<file path="config.mk">
export PLATFORM = sky130hd
export DESIGN_NAME = lut_converter_flat
export DESIGN_NICKNAME = d
export VERILOG_FILES = /design/src/rtl/converter_pkg.sv /design/src/rtl/lut_converter_if.sv /design/src/rtl/lut_table_regs.sv /design/src/rtl/lut_converter.sv /design/src/flat_wrapper.sv
export SDC_FILE = /design/constraint.sdc
export NUM_CORES = 1
export LEC_CHECK = 0
export BUFFER_PORTS_ARGS = -buffer_cell sky130_fd_sc_hd__buf_2
export CORE_MARGIN = 2
export CORE_UTILIZATION = 51
export DETAILED_ROUTE_END_ITERATION = 10
export PLACE_DENSITY = 0.79
export SETUP_SLACK_MARGIN = 0.15
export SYNTH_ARGS = -nofsm -noshare
export SYNTH_HDL_FRONTEND = slang
export SYNTH_HIERARCHICAL = 1
export SYNTH_SLANG_ARGS = --single-unit
</file>
<file path="constraint.sdc">
create_clock -name clk -period 1.6 [get_ports clk]
set_input_delay 0.32 -clock clk [delete_from_list [all_inputs] [get_ports clk]]
set_output_delay 0.32 -clock clk [all_outputs]
set_load 0.01 [all_outputs]
</file>
<file path="src/rtl/converter_pkg.sv">
// converter_pkg: shared mode encoding and default widths for the code converters
package converter_pkg;
    localparam int DEF_IN_W  = 3;
    localparam int DEF_OUT_W = 4;
    localparam int DEF_CNT_W = 8;
    typedef enum logic {
        MODE_LOOKUP = 1'b0,
        MODE_BYPASS = 1'b1
    } mode_e;
endpackage

</file>
<file path="src/rtl/lut_converter_if.sv">
// lut_converter_if: valid/ready code stream, input and output sides of the converter
interface lut_converter_if
    import converter_pkg::*;
#(
    parameter int IN_W  = DEF_IN_W,
    parameter int OUT_W = DEF_OUT_W
);
    logic             in_valid;
    logic             in_ready;
    logic [IN_W-1:0]  data_i;
    logic             out_valid;
    logic             out_ready;
    logic [OUT_W-1:0] data_o;
    modport master (output in_valid, data_i, out_ready, input in_ready, out_valid, data_o);
    modport slave  (input in_valid, data_i, out_ready, output in_ready, out_valid, data_o);
endinterface

</file>
<file path="src/rtl/lut_table_regs.sv">
// lut_table_regs: register-array lookup table, sync write, comb read, identity on reset
module lut_table_regs
    import converter_pkg::*;
#(
    parameter int IN_W  = DEF_IN_W,
    parameter int OUT_W = DEF_OUT_W
) (
    input  logic             clk,
    input  logic             rst,
    input  logic             we,
    input  logic [IN_W-1:0]  wr_addr,
    input  logic [OUT_W-1:0] wr_data,
    input  logic [IN_W-1:0]  rd_addr,
    output logic [OUT_W-1:0] rd_data
);
    logic [OUT_W-1:0] mem [2**IN_W];

    always_ff @(posedge clk) begin
        if (rst) begin
            for (int i = 0; i < 2**IN_W; i++) mem[i] <= OUT_W'(i);
        end else if (we) begin
            mem[wr_addr] <= wr_data;
        end
    end

    assign rd_data = mem[rd_addr];
endmodule

</file>
<file path="src/rtl/lut_converter.sv">
// lut_converter: programmable code converter with registered output, bypass and saturating count
module lut_converter
    import converter_pkg::*;
#(
    parameter int IN_W  = DEF_IN_W,
    parameter int OUT_W = DEF_OUT_W,
    parameter int CNT_W = DEF_CNT_W
) (
    input  logic              clk,
    input  logic              rst,
    input  logic              mode,
    input  logic              cfg_we,
    input  logic [IN_W-1:0]   cfg_addr,
    input  logic [OUT_W-1:0]  cfg_data,
    output logic [CNT_W-1:0]  conv_count,
    lut_converter_if.slave    bus
);
    logic [OUT_W-1:0] lut_val;
    logic             accept;

    lut_table_regs #(.IN_W(IN_W), .OUT_W(OUT_W)) u_table (
        .clk     (clk),
        .rst     (rst),
        .we      (cfg_we),
        .wr_addr (cfg_addr),
        .wr_data (cfg_data),
        .rd_addr (bus.data_i),
        .rd_data (lut_val)
    );

    assign bus.in_ready = !bus.out_valid || bus.out_ready;
    assign accept       = bus.in_valid && bus.in_ready;

    // The table read is taken before any same-edge write lands, so a colliding lookup sees the old entry
    always_ff @(posedge clk) begin
        if (rst) begin
            bus.out_valid <= 1'b0;
            bus.data_o    <= '0;
            conv_count    <= '0;
        end else begin
            if (accept) begin
                bus.data_o    <= (mode == MODE_BYPASS) ? OUT_W'(bus.data_i) : lut_val;
                bus.out_valid <= 1'b1;
            end else if (bus.out_ready) begin
                bus.out_valid <= 1'b0;
            end
            if (accept && conv_count != {CNT_W{1'b1}}) conv_count <= conv_count + 1'b1;
        end
    end
endmodule

</file>
<file path="src/flat_wrapper.sv">
// flat-port wrapper written by rule: the top's interface ports become plain ports
module lut_converter_flat import converter_pkg::*;
#(
    parameter int IN_W  = DEF_IN_W,
    parameter int OUT_W = DEF_OUT_W,
    parameter int CNT_W = DEF_CNT_W
)
  (clk, rst, mode, cfg_we, cfg_addr, cfg_data, conv_count, bus_in_valid, bus_data_i, bus_out_ready, bus_in_ready, bus_out_valid, bus_data_o);
  lut_converter_if #(.IN_W(IN_W), .OUT_W(OUT_W)) bus_i ();
  input  logic clk;
  input  logic rst;
  input  logic mode;
  input  logic cfg_we;
  input  logic [IN_W-1:0] cfg_addr;
  input  logic [OUT_W-1:0] cfg_data;
  output logic [CNT_W-1:0] conv_count;
  input wire logic [$bits(bus_i.in_valid)-1:0] bus_in_valid;
  input wire logic [$bits(bus_i.data_i)-1:0] bus_data_i;
  input wire logic [$bits(bus_i.out_ready)-1:0] bus_out_ready;
  output wire logic [$bits(bus_i.in_ready)-1:0] bus_in_ready;
  output wire logic [$bits(bus_i.out_valid)-1:0] bus_out_valid;
  output wire logic [$bits(bus_i.data_o)-1:0] bus_data_o;
  assign bus_i.in_valid = bus_in_valid;
  assign bus_i.data_i = bus_data_i;
  assign bus_i.out_ready = bus_out_ready;
  assign bus_in_ready = bus_i.in_ready;
  assign bus_out_valid = bus_i.out_valid;
  assign bus_data_o = bus_i.data_o;
  lut_converter #(.IN_W(IN_W), .OUT_W(OUT_W), .CNT_W(CNT_W)) u_core (.clk(clk), .rst(rst), .mode(mode), .cfg_we(cfg_we), .cfg_addr(cfg_addr), .cfg_data(cfg_data), .conv_count(conv_count), .bus(bus_i));
endmodule
</file>
==> results of run 1 <==
area by class of cell:
cell class / count / area [sq um]
clock buffers: 8 / 111
fillers: 301 / 1480
inverters: 6 / 22.5
multi-input cells: 113 / 975
flip-flops and latches: 45 / 1230
well taps: 50 / 62.6
repair buffers: 37 / 205
worst max-delay path, cell delays in order, from the launching register on:
cell      delay [ns]
edfxtp_1        0.40
mux4_2          0.49
mux2_4          0.27
mux2i_1         0.14
a211oi_1        0.09
per-stage QoR:
step	setup TNS, ns	hold slack [ns]	instances	worst slack, ns
3_3_place_gp	-0.366	0.441	251	-0.108
6_report	0	0.355	259	0.0762
3_5_place_dp	-0.639	0.464	251	-0.197
2_1_floorplan	0	0.475	174	0.119
4_1_cts	0	0.351	259	0.0753
5_1_grt	0	0.356	259	0.0150
where the power goes:
part           switching (mW)  internal [mW]  total, mW
combinational           0.151          0.140      0.291
clock                   0.373          0.446      0.820
sequential             0.0320           1.31       1.34
kinds of logic after synthesis:
kind of cell	share of synthesized area, %
and+or+nand+nor	19.2
DFF	55.2
AOI/OAI and AO/OA	8.20
muxes	13.0
buffers and inverters	3.85
adders and majority gates	0.566
per-layer routing:
metal | vias to the layer above | global-route usage [%] | share of wire [%]
li1 | 730 | - | -
met1 | 732 | 24.2 | 42
met2 | 65 | 32.4 | 50
met3 | 8 | 5.19 | 6.4
met4 | 0 | 7.48 | 1.4
met5 | - | 0 | 0
cell usage in the layout (no fill, tap or decap), types with 2 or more instances in the layout:
master / instances
nor3_1: 16
buf_2: 29
inv_1: 4
nor3_2: 7
nand3b_1: 2
nand2b_1: 4
a31oi_1: 3
o21bai_4: 4
a211oi_1: 5
a21oi_2: 2
nor2_1: 5
dfxtp_2: 4
mux2_4: 4
mux4_2: 8
dfxtp_1: 9
buf_4: 8
mux2_2: 2
mux2i_1: 4
or3_1: 13
edfxtp_1: 32
clkbuf_8: 6
o21bai_1: 5
nand2_1: 9
nor2_2: 2
a21oi_1: 3
nand3_1: 3
state kept, by name, summed over array words and instances, names as in the netlist:
name / count
u_core/u_table/mem: 32
u_core/bus.data_o: 4
u_core/bus.out_valid: 1
u_core/conv_count: 8
timing repair:
| action | in CTS | in global routing |
|---|---|---|
| gates resized for setup | 5 | 6 |
| setup buffers | 0 | 0 |
| pin swaps | 3 | 1 |
| setup endpoints to repair | 5 | 6 |
worst max path at each step:
stage                     depth (start not counted)  slack, ns                                    from                           endpoint
after floorplan                                   5       0.12                           bus_data_i[0]  u_core/bus.data_o[0]$_SDFFE_PP0P_
after global placement                            5      -0.11                           bus_data_i[0]  u_core/bus.data_o[0]$_SDFFE_PP0P_
after detailed placement                          5      -0.20                           bus_data_i[0]  u_core/bus.data_o[2]$_SDFFE_PP0P_
after CTS                                         4       0.08  u_core/u_table/mem[7][2]$_SDFFCE_PN1P_  u_core/bus.data_o[2]$_SDFFE_PP0P_
after global routing                              4       0.01  u_core/u_table/mem[7][1]$_SDFFCE_PN1P_  u_core/bus.data_o[1]$_SDFFE_PP0P_
final                                             4       0.08  u_core/u_table/mem[7][2]$_SDFFCE_PN1P_  u_core/bus.data_o[2]$_SDFFE_PP0P_
==> flow_summary_export.csv, run 1 <==
group,metric,value,unit
outcome,status,"completed",
critical_path,startpoint_type,"flop",
sta,setup_violations,0,
synthesis,synthArstFlopShare,0,%
sta,post-route-period-util,95.2,%
finish,final_cell_area,2600,sq um
synthesis,synth_seq_cells,45,
clocking,root_buffer,"clkbuf_8",
min_path,hold_path.startpoint,"cfg_data[1]",
finish,area_growth,17.6,%
global_route,grt_pass1_vias,1497,
placement,place_congestion,0.840,
critical_path,path_class,"reg -> reg",
finish,diodes,0,
synthesis,synth_fp_nets,191,
die,core-area,4090,sq um
min_path,worstHoldEndpoint,"u_core/u_table/mem[6][1]$_SDFFCE_PN1P_",
clocking,cts_made_buffers,5,
route,drc,0,
route,drt_iter0_markers,97,
synthesis,synth.area.top_cells,"edfxtp_1 (43%), dfxtp_1 (12%), mux4_2 (8.1%), or3_1 (3.7%), nor3_1 (3.6%)",
job,cap_violations,0,
synthesis,synth-edff-count,32,
synthesis,ys.flop_type,"edfxtp_1",
clocking,cts_max_path_buffers,2,
power_and_ir_drop,p_leak,0.925,nW
global_route,grt-ovfl-total,0,
global_route,grt_max_degree,21,
clocking,path_clk_slew,0.08,ns
synthesis,synth.yosys.seq_area_share,55.2,%
sta,max_slew_margin,74.1,%
clocking,clock_latency,0.29,ns
placement,dpl-instance-area,2450,sq um
synthesis,yosysTopAreaCell,"edfxtp_1",
die,num_rows,23,
die,pin_count,30,
sta,skew,0.00536,ns
sta,finalMaxSlewViolations,0,
route,via_per_inst,5.93,
die,dieArea,4880,sq um
critical_path,cp-end-kind,"flop",
die,start_util,54.1,%
sta,rsz0062_at_grt,"true",
route,dr.pass1.iters,4,
synthesis,synth.cell_area,2210,sq um
finish,drive_gt1_share,40.2,%
sta,fmax,0.656,GHz
critical_path,r2r-end,"u_core/bus.data_o[2]$_SDFFE_PP0P_",
clocking,cts_tree,"yes",
route,route.vias.total,1535,
finish,layout.nets,225,
placement,dp_hpwl,3.39,mm
placement,io_buffers,29,
synthesis,synthCells,174,
global_route,grtUsageTotal,19.4,%
power_and_ir_drop,ir_worst_vdd,539,uV
sta,tightest_slew,0.388,ns
synthesis,yosysUniqueCellTypes,38,
global_route,antenna_found_initial,0,
route,post_drt_wl_per_cell,17.3,um
synthesis,synth_top_cell_area_share,43.4,%
route,routed_wl,4.48,mm
critical_path,arrival,1.69,ns
power_and_ir_drop,power.total,2.46,mW
route,ant_nets,0,
sta,post-route-min-period,1.52,ns
critical_path,r2r_cells,4,
min_path,hold_path_depth,2,
clocking,cts_hold_buf,0,
critical_path,cp.required,1.76,ns
finish,fin_util,63.7,%
clocking,clkSinkCount,45,
global_route,grt_first_pass_wirelength,7.36,mm
critical_path,r2r-start,"u_core/u_table/mem[7][2]$_SDFFCE_PN1P_",
synthesis,ys.warnings.count,6,
min_path,min_path_type,"in -> reg",
critical_path,path_max_fanout,1,
synthesis,synth.avg_cell_area,12.7,sq um
clocking,htreeDepth,2,
sta,hold_viol,0,
die,die_w,69.9,um
power_and_ir_drop,power_density,944,nW/um^2
synthesis,yosys.cell_count.top_type,"edfxtp_1",
die,die_h,69.9,um
synthesis,synth.top_cells.by_count,"edfxtp_1 (32), nor3_1 (16), dfxtp_1 (13), or3_1 (13), nand2_1 (9)",
critical_path,reg2reg_slack,0.08,ns
Power figures use the tool's default switching activity.
==> run 2: changes to the inputs <==
--- a/config.mk
+++ b/config.mk
@@ -9,9 +9,10 @@
 export CORE_MARGIN = 2
 export CORE_UTILIZATION = 51
 export DETAILED_ROUTE_END_ITERATION = 10
-export PLACE_DENSITY = 0.79
+export PLACE_DENSITY = 0.77
 export SETUP_SLACK_MARGIN = 0.15
 export SYNTH_ARGS = -nofsm -noshare
 export SYNTH_HDL_FRONTEND = slang
 export SYNTH_HIERARCHICAL = 1
 export SYNTH_SLANG_ARGS = --single-unit
+export TNS_END_PERCENT = 100
==> run 2 against run 1 <==
Non-clock buffer count increased by 1. Routed wire length increased by 3.7%. Die area unchanged. Final cell count increased by 0.39%. Worst setup slack got worse by 0.049 ns. Sequential power about the same. Global-route usage increased by 1.1 points. Critical endpoint unchanged.
==> flow_summary_export.csv, run 2 (synthesis results as in run 1) <==
group,metric,value,unit
outcome,status,"completed",
global_route,grt_pass1_vias,1544,
finish,reg_top3,"u_core/u_table/mem x32, u_core/conv_count x8, u_core/bus.data_o x4",
route,dr.pass1.iters,4,
critical_path,cp.required,1.77,ns
min_path,min_path_type,"in -> reg",
critical_path,crit_cells,4,
job,cap_violations,0,
power_and_ir_drop,power_density,906,nW/um^2
clocking,clkSinkCount,45,
critical_path,arrival,1.74,ns
sta,max_slew_margin,73.6,%
clocking,cts_tree,"yes",
finish,regArea,1230,sq um
power_and_ir_drop,p_sw,0.558,mW
finish,diodes,0,
critical_path,crit_slowest_cell,"mux4_2",
finish,num-fill-cells,307,
critical_path,path_class,"reg -> reg",
sta,post-route-period-util,98.3,%
critical_path,path_buf_inv,0,
finish,final_cell_area,2600,sq um
placement,io_buffers,29,
power_and_ir_drop,p_leak,0.923,nW
clocking,htreeDepth,2,
route,via_per_inst,6.04,
critical_path,startpoint_type,"flop",
sta,skew,0.00534,ns
sta,post-route-min-period,1.57,ns
finish,final_common_cell,"edfxtp_1",
power_and_ir_drop,p_comb_share,12.5,%
sta,tightest_slew,0.395,ns
power_and_ir_drop,ir_worst_vdd,485,uV
sta,fmax,0.636,GHz
global_route,antenna_found_initial,0,
global_route,grt_first_pass_wirelength,7.62,mm
sta,setup_violations,0,
placement,dpl-instance-area,2470,sq um
finish,regMostFlops,"u_core/u_table/mem",
placement,place_congestion,0.867,
finish,drive_gt1_share,40.5,%
route,post_drt_wl_per_cell,17.9,um
clocking,cts_made_buffers,5,
sta,hold_viol,0,
route,route.vias.total,1570,
critical_path,reg2reg_slack,0.03,ns
route,drc,0,
critical_path,crit_path_cell_trace,"mux4_2 > mux2_4 > mux2i_1 > a211oi_1",
clocking,path_clk_slew,0.08,ns
clocking,post_cts_buffers,0,
power_and_ir_drop,pwr-share-seq,57.2,%
sta,rsz0062_at_grt,"true",
route,drt_iter0_markers,101,
global_route,grt-ovfl-total,0,
placement,dp_hpwl,3.49,mm
route,routed_wl,4.65,mm
die,num_rows,23,
die,die_h,69.9,um
route,ant_nets,0,
sta,setup_tns,0,ns
finish,largest_reg_flops,32,
finish,layout.nets,226,
die,pin_count,30,
power_and_ir_drop,p_int,1.80,mW
power_and_ir_drop,power.total,2.36,mW
die,die_w,69.9,um
min_path,hold_path_depth,2,
critical_path,path_max_fanout,1,
critical_path,r2r_cells,4,
finish,area_growth,17.6,%
critical_path,slowest_delay,0.49,ns
global_route,grtUsageTotal,20.5,%
global_route,grt_max_degree,21,
critical_path,cp-end-kind,"flop",
die,start_util,54.1,%
critical_path,crit_family,"multiplexers",
min_path,worstHoldEndpoint,"u_core/u_table/mem[6][1]$_SDFFCE_PN1P_",
die,dieArea,4880,sq um
clocking,clock_latency,0.30,ns
power_and_ir_drop,clkPwrFrac,30.3,%
critical_path,r2r-end,"u_core/bus.data_o[2]$_SDFFE_PP0P_",
critical_path,r2r-start,"u_core/u_table/mem[5][2]$_SDFFCE_PN1P_",
finish,mostFrequentLayoutCells,"edfxtp_1 (32), buf_2 (29), nor3_1 (16)",
finish,multiInputGateArea,971,sq um
clocking,root_buffer,"clkbuf_8",
min_path,hold_path.startpoint,"cfg_data[1]",
clocking,cts_max_path_buffers,2,
sta,finalMaxSlewViolations,0,
power_and_ir_drop,swShare,23.7,%
die,core-area,4090,sq um
==> run 2: power by group through the flow <==
stage	combinational (mW)	clock [mW]	sequential, mW
global route	0.320	0.771	1.35
finish	0.294	0.715	1.35
CTS	0.289	0.724	1.34
floorplan	0.190	0	1.36
detailed placement	0.282	0	1.37
global placement	0.272	0	1.37
==> run 2: cell type report <==
cell class,instances,area share (%)
clock inverter,2,0.337
multi-input combinational,113,37.3
tap,50,2.41
clock buffer,6,3.17
timing repair buffer,38,8.66
inverter,6,0.866
sequential,45,47.2
==> run 2: routing by layer <==
metal,vias to the layer above,share of wire [%],global-route usage (%)
met1,754,41,25.7
met4,0,2.3,7.05
met2,71,49,34.4
met5,-,0,0
met3,14,7.5,5.48
li1,731,-,-
==> run 2: how the worst max path moves through the flow <==
stage                                                       from                           endpoint  slack, ns
final                     u_core/u_table/mem[5][2]$_SDFFCE_PN1P_  u_core/bus.data_o[2]$_SDFFE_PP0P_       0.03
after global placement                             bus_data_i[0]  u_core/bus.data_o[0]$_SDFFE_PP0P_      -0.12
after floorplan                                    bus_data_i[0]  u_core/bus.data_o[0]$_SDFFE_PP0P_       0.12
after detailed placement                           bus_data_i[0]  u_core/bus.data_o[1]$_SDFFE_PP0P_      -0.16
after CTS                 u_core/u_table/mem[7][1]$_SDFFCE_PN1P_  u_core/bus.data_o[1]$_SDFFE_PP0P_       0.08
after global routing      u_core/u_table/mem[5][2]$_SDFFCE_PN1P_  u_core/bus.data_o[2]$_SDFFE_PP0P_       0.01
==> run 2: what timing repair did <==
action                                 CTS  global route
pin swaps                                2             3
setup endpoints to repair                6             7
gates resized for setup                  3             8
hold buffers                             0             0
endpoints found under the hold margin    0             0
==> run 2: through the flow <==
step / hold WS, ns / setup WS [ns] / cells / util [%]
floorplan: 0.475 / 0.119 / 174 / -
global placement: 0.440 / -0.118 / 252 / 60.6
detailed placement: 0.483 / -0.162 / 252 / 60.6
CTS: 0.344 / 0.0772 / 260 / 63.0
global route: 0.355 / 0.0115 / 260 / 63.7
finish: 0.352 / 0.0275 / 260 / 63.7
==> run 3: changes to the inputs <==
--- a/config.mk
+++ b/config.mk
@@ -5,11 +5,12 @@
 export SDC_FILE = /design/constraint.sdc
 export NUM_CORES = 1
 export LEC_CHECK = 0
+export ABC_AREA = 1
 export BUFFER_PORTS_ARGS = -buffer_cell sky130_fd_sc_hd__buf_2
 export CORE_MARGIN = 2
-export CORE_UTILIZATION = 51
+export CORE_UTILIZATION = 57
 export DETAILED_ROUTE_END_ITERATION = 10
-export PLACE_DENSITY = 0.77
+export PLACE_DENSITY = 0.81
 export SETUP_SLACK_MARGIN = 0.15
 export SYNTH_ARGS = -nofsm -noshare
 export SYNTH_HDL_FRONTEND = slang
==> constraint.sdc (replaced) <==
create_clock -name clk -period 1.8 [get_ports clk]
set_input_delay 0.36 -clock clk [delete_from_list [all_inputs] [get_ports clk]]
set_output_delay 0.36 -clock clk [all_outputs]
set_load 0.01 [all_outputs]
==> run 3 against run 2 <==
Clock-buffer cell count is the same. Die area shrank 4.1%. Combinational power shrank 17%. Sequential share of layout area shrank 1.2 points. Critical path type unchanged. Highest routed layer unchanged.
==> flow_summary_export.csv, run 3 <==
group,metric,value,unit
sta,tightest_slew,0.351,ns
global_route,grtUsageTotal,21.2,%
placement,dp_hpwl,3.37,mm
clocking,cts_hold_buf,0,
critical_path,reg2reg_slack,0.42,ns
sta,finalMaxSlewViolations,0,
finish,mostFrequentLayoutCells,"nand2_1 (95), inv_1 (52), edfxtp_1 (32)",
clocking,cts_resized,0,
power_and_ir_drop,power_density,811,nW/um^2
placement,place_congestion,0.825,
global_route,grt_max_degree,17,
synthesis,synth.cell_area,2370,sq um
synthesis,synth_seq_cells,45,
synthesis,yosysTopAreaCell,"edfxtp_1",
clocking,clkSinkCount,45,
clocking,cts_max_path_buffers,2,
placement,placed_cells,373,
route,drt_iter0_markers,104,
sta,hold_viol,0,
clocking,cts_tree,"yes",
global_route,grt_pass1_vias,1643,
finish,diodes,0,
die,die_w,68.4,um
die,start_util,59.1,%
outcome,status,"completed",
synthesis,synth.yosys.seq_area_share,51.6,%
sta,setup_violations,0,
die,die_h,68.4,um
finish,regArea,1220,sq um
clocking,cts_made_buffers,5,
global_route,grt_first_pass_wirelength,7.04,mm
die,pin_count,30,
global_route,grt-ovfl-total,0,
route,via_per_inst,4.98,
synthesis,synthCells,297,
finish,multiInputGateArea,878,sq um
route,post_drt_wl_per_cell,11.6,um
power_and_ir_drop,swShare,23.2,%
sta,holdWs,0.315,ns
synthesis,ys.warnings.count,6,
clocking,root_buffer,"clkbuf_8",
clocking,path_clk_slew,0.07,ns
clocking,post_cts_buffers,0,
clocking,htreeDepth,2,
finish,largest_reg_flops,32,
critical_path,path_max_fanout,10,
sta,fmax,0.725,GHz
synthesis,synth.area.top_cells,"edfxtp_1 (41%), nand2_1 (15%), dfxtp_1 (11%), inv_1 (8.2%), nand3_1 (5.9%)",
synthesis,synth_top_cell_area_share,40.6,%
critical_path,cp.required,1.98,ns
die,dieArea,4680,sq um
synthesis,synth-edff-count,32,
route,routed_wl,4.43,mm
power_and_ir_drop,p_comb_share,11.3,%
global_route,antenna_found_initial,0,
finish,reg_top3,"u_core/u_table/mem x32, u_core/conv_count x8, u_core/bus.data_o x4",
synthesis,yosysUniqueCellTypes,24,
die,core-area,4000,sq um
power_and_ir_drop,p_sw,0.500,mW
critical_path,arrival,1.56,ns
critical_path,cp-end-kind,"flop",
synthesis,synth.top_cells.by_count,"nand2_1 (95), inv_1 (52), edfxtp_1 (32)",
finish,drive_gt1_share,18.7,%
synthesis,yosys.cell_count.top_type,"nand2_1",
critical_path,path_class,"reg -> reg",
route,ant_nets,0,
synthesis,synth.avg_cell_area,7.97,sq um
sta,max_slew_margin,76.6,%
synthesis,synthArstFlopShare,0,%
power_and_ir_drop,p_int,1.65,mW
power_and_ir_drop,pwr-share-seq,55.0,%
sta,post-route-min-period,1.38,ns
finish,area_growth,12.2,%
power_and_ir_drop,ir_worst_vdd,499,uV
route,route.vias.total,1896,
route,drc,0,
power_and_ir_drop,power.total,2.15,mW
finish,final_common_cell,"nand2_1",
sta,setup_tns,0,ns
sta,post-route-period-util,76.6,%
power_and_ir_drop,p_leak,1.29,nW
finish,instances_no_fill,381,
power_and_ir_drop,clkPwrFrac,33.7,%
die,num_rows,23,
finish,num-fill-cells,339,
route,dr.pass1.iters,4,
critical_path,startpoint_type,"flop",
finish,layout.nets,347,
synthesis,ys.flop_type,"edfxtp_1",
min_path,min_path_type,"in -> reg",
sta,skew,0.00400,ns
clocking,clock_latency,0.29,ns
job,cap_violations,0,
finish,regMostFlops,"u_core/u_table/mem",
synthesis,synth_fp_nets,314,
sta,rsz0062_at_grt,"false",
placement,io_buffers,29,
[run 3: changes by cell type in the layout (fill, tap and decap cells not counted), moves of 8 or more]
cell / before / now
nor2_1: 5 / 27
nand3_1: 3 / 28
nor3_1: 16 / 1
inv_1: 4 / 52
mux4_2: 8 / 0
or3_1: 13 / 0
nand2_1: 9 / 95
[run 3: path summary, 6_finish.rpt]
kind | from | end | depth (start not counted)
max | u_core/conv_count[0]$_SDFFE_PP0P_ | u_core/conv_count[3]$_SDFFE_PP0P_ | 6
min | rst | u_core/conv_count[4]$_SDFFE_PP0P_ | 2
max reg2reg | u_core/conv_count[0]$_SDFFE_PP0P_ | u_core/conv_count[3]$_SDFFE_PP0P_ | 6
min reg2reg | u_core/bus.data_o[3]$_SDFFE_PP0P_ | u_core/bus.data_o[3]$_SDFFE_PP0P_ | 2
[run 3: power by group through the flow]
stage | Clock [mW] | Combinational [mW] | Sequential (mW)
CTS | 0.749 | 0.243 | 1.19
floorplan | 0 | 0.165 | 1.21
global placement | 0 | 0.237 | 1.21
global route | 0.793 | 0.276 | 1.19
detailed placement | 0 | 0.242 | 1.21
finish | 0.726 | 0.243 | 1.19
[run 3: worst max-delay path, stage by stage, from the launching register on]
cell and delay, ns:
dfxtp_1 0.40, ha_1 0.23, nand2_1 0.12, nor2_2 0.14, nand2_4 0.12, a21oi_1 0.19
nor2_1 0.07
[run 3: layout make-up]
class	count	share of cell area (%)
Clock buffer	6	2.73
Clock inverter	2	1.27
Inverter	59	8.53
Multi-Input combinational cell	188	33.1
Sequential cell	45	46.0
Tap cell	50	2.36
Timing Repair Buffer	31	6.03
[run 3: through the flow]
step           area, sq um  setup slack, ns  util, %
2_1_floorplan         2370            0.495        -
3_5_place_dp          2550            0.310     63.7
3_3_place_gp          2550            0.363     63.7
6_report              2660            0.420     66.4
4_1_cts               2660            0.418     66.4
5_1_grt               2660            0.314     66.4
[run 3: layer usage]
metal,part of all wire (%),GRT usage [%]
met3,6.4,5.26
met5,0,0
met2,49,36.5
met4,1.7,10.5
met1,43,24.4
[run 3: logic make-up (layout without fill, tap and decap cells)]
kind of cell | count (synthesis) | in the layout | synth area share [%]
AO/OA/AOI/OAI | 16 | 16 | 3.75
adder cells (fa/ha/maj) | 1 | 1 | 0.529
buffers and inverters | 64 | 98 | 11.3
AND/OR/NAND/NOR | 171 | 171 | 32.8
flip-flops | 45 | 45 | 51.6
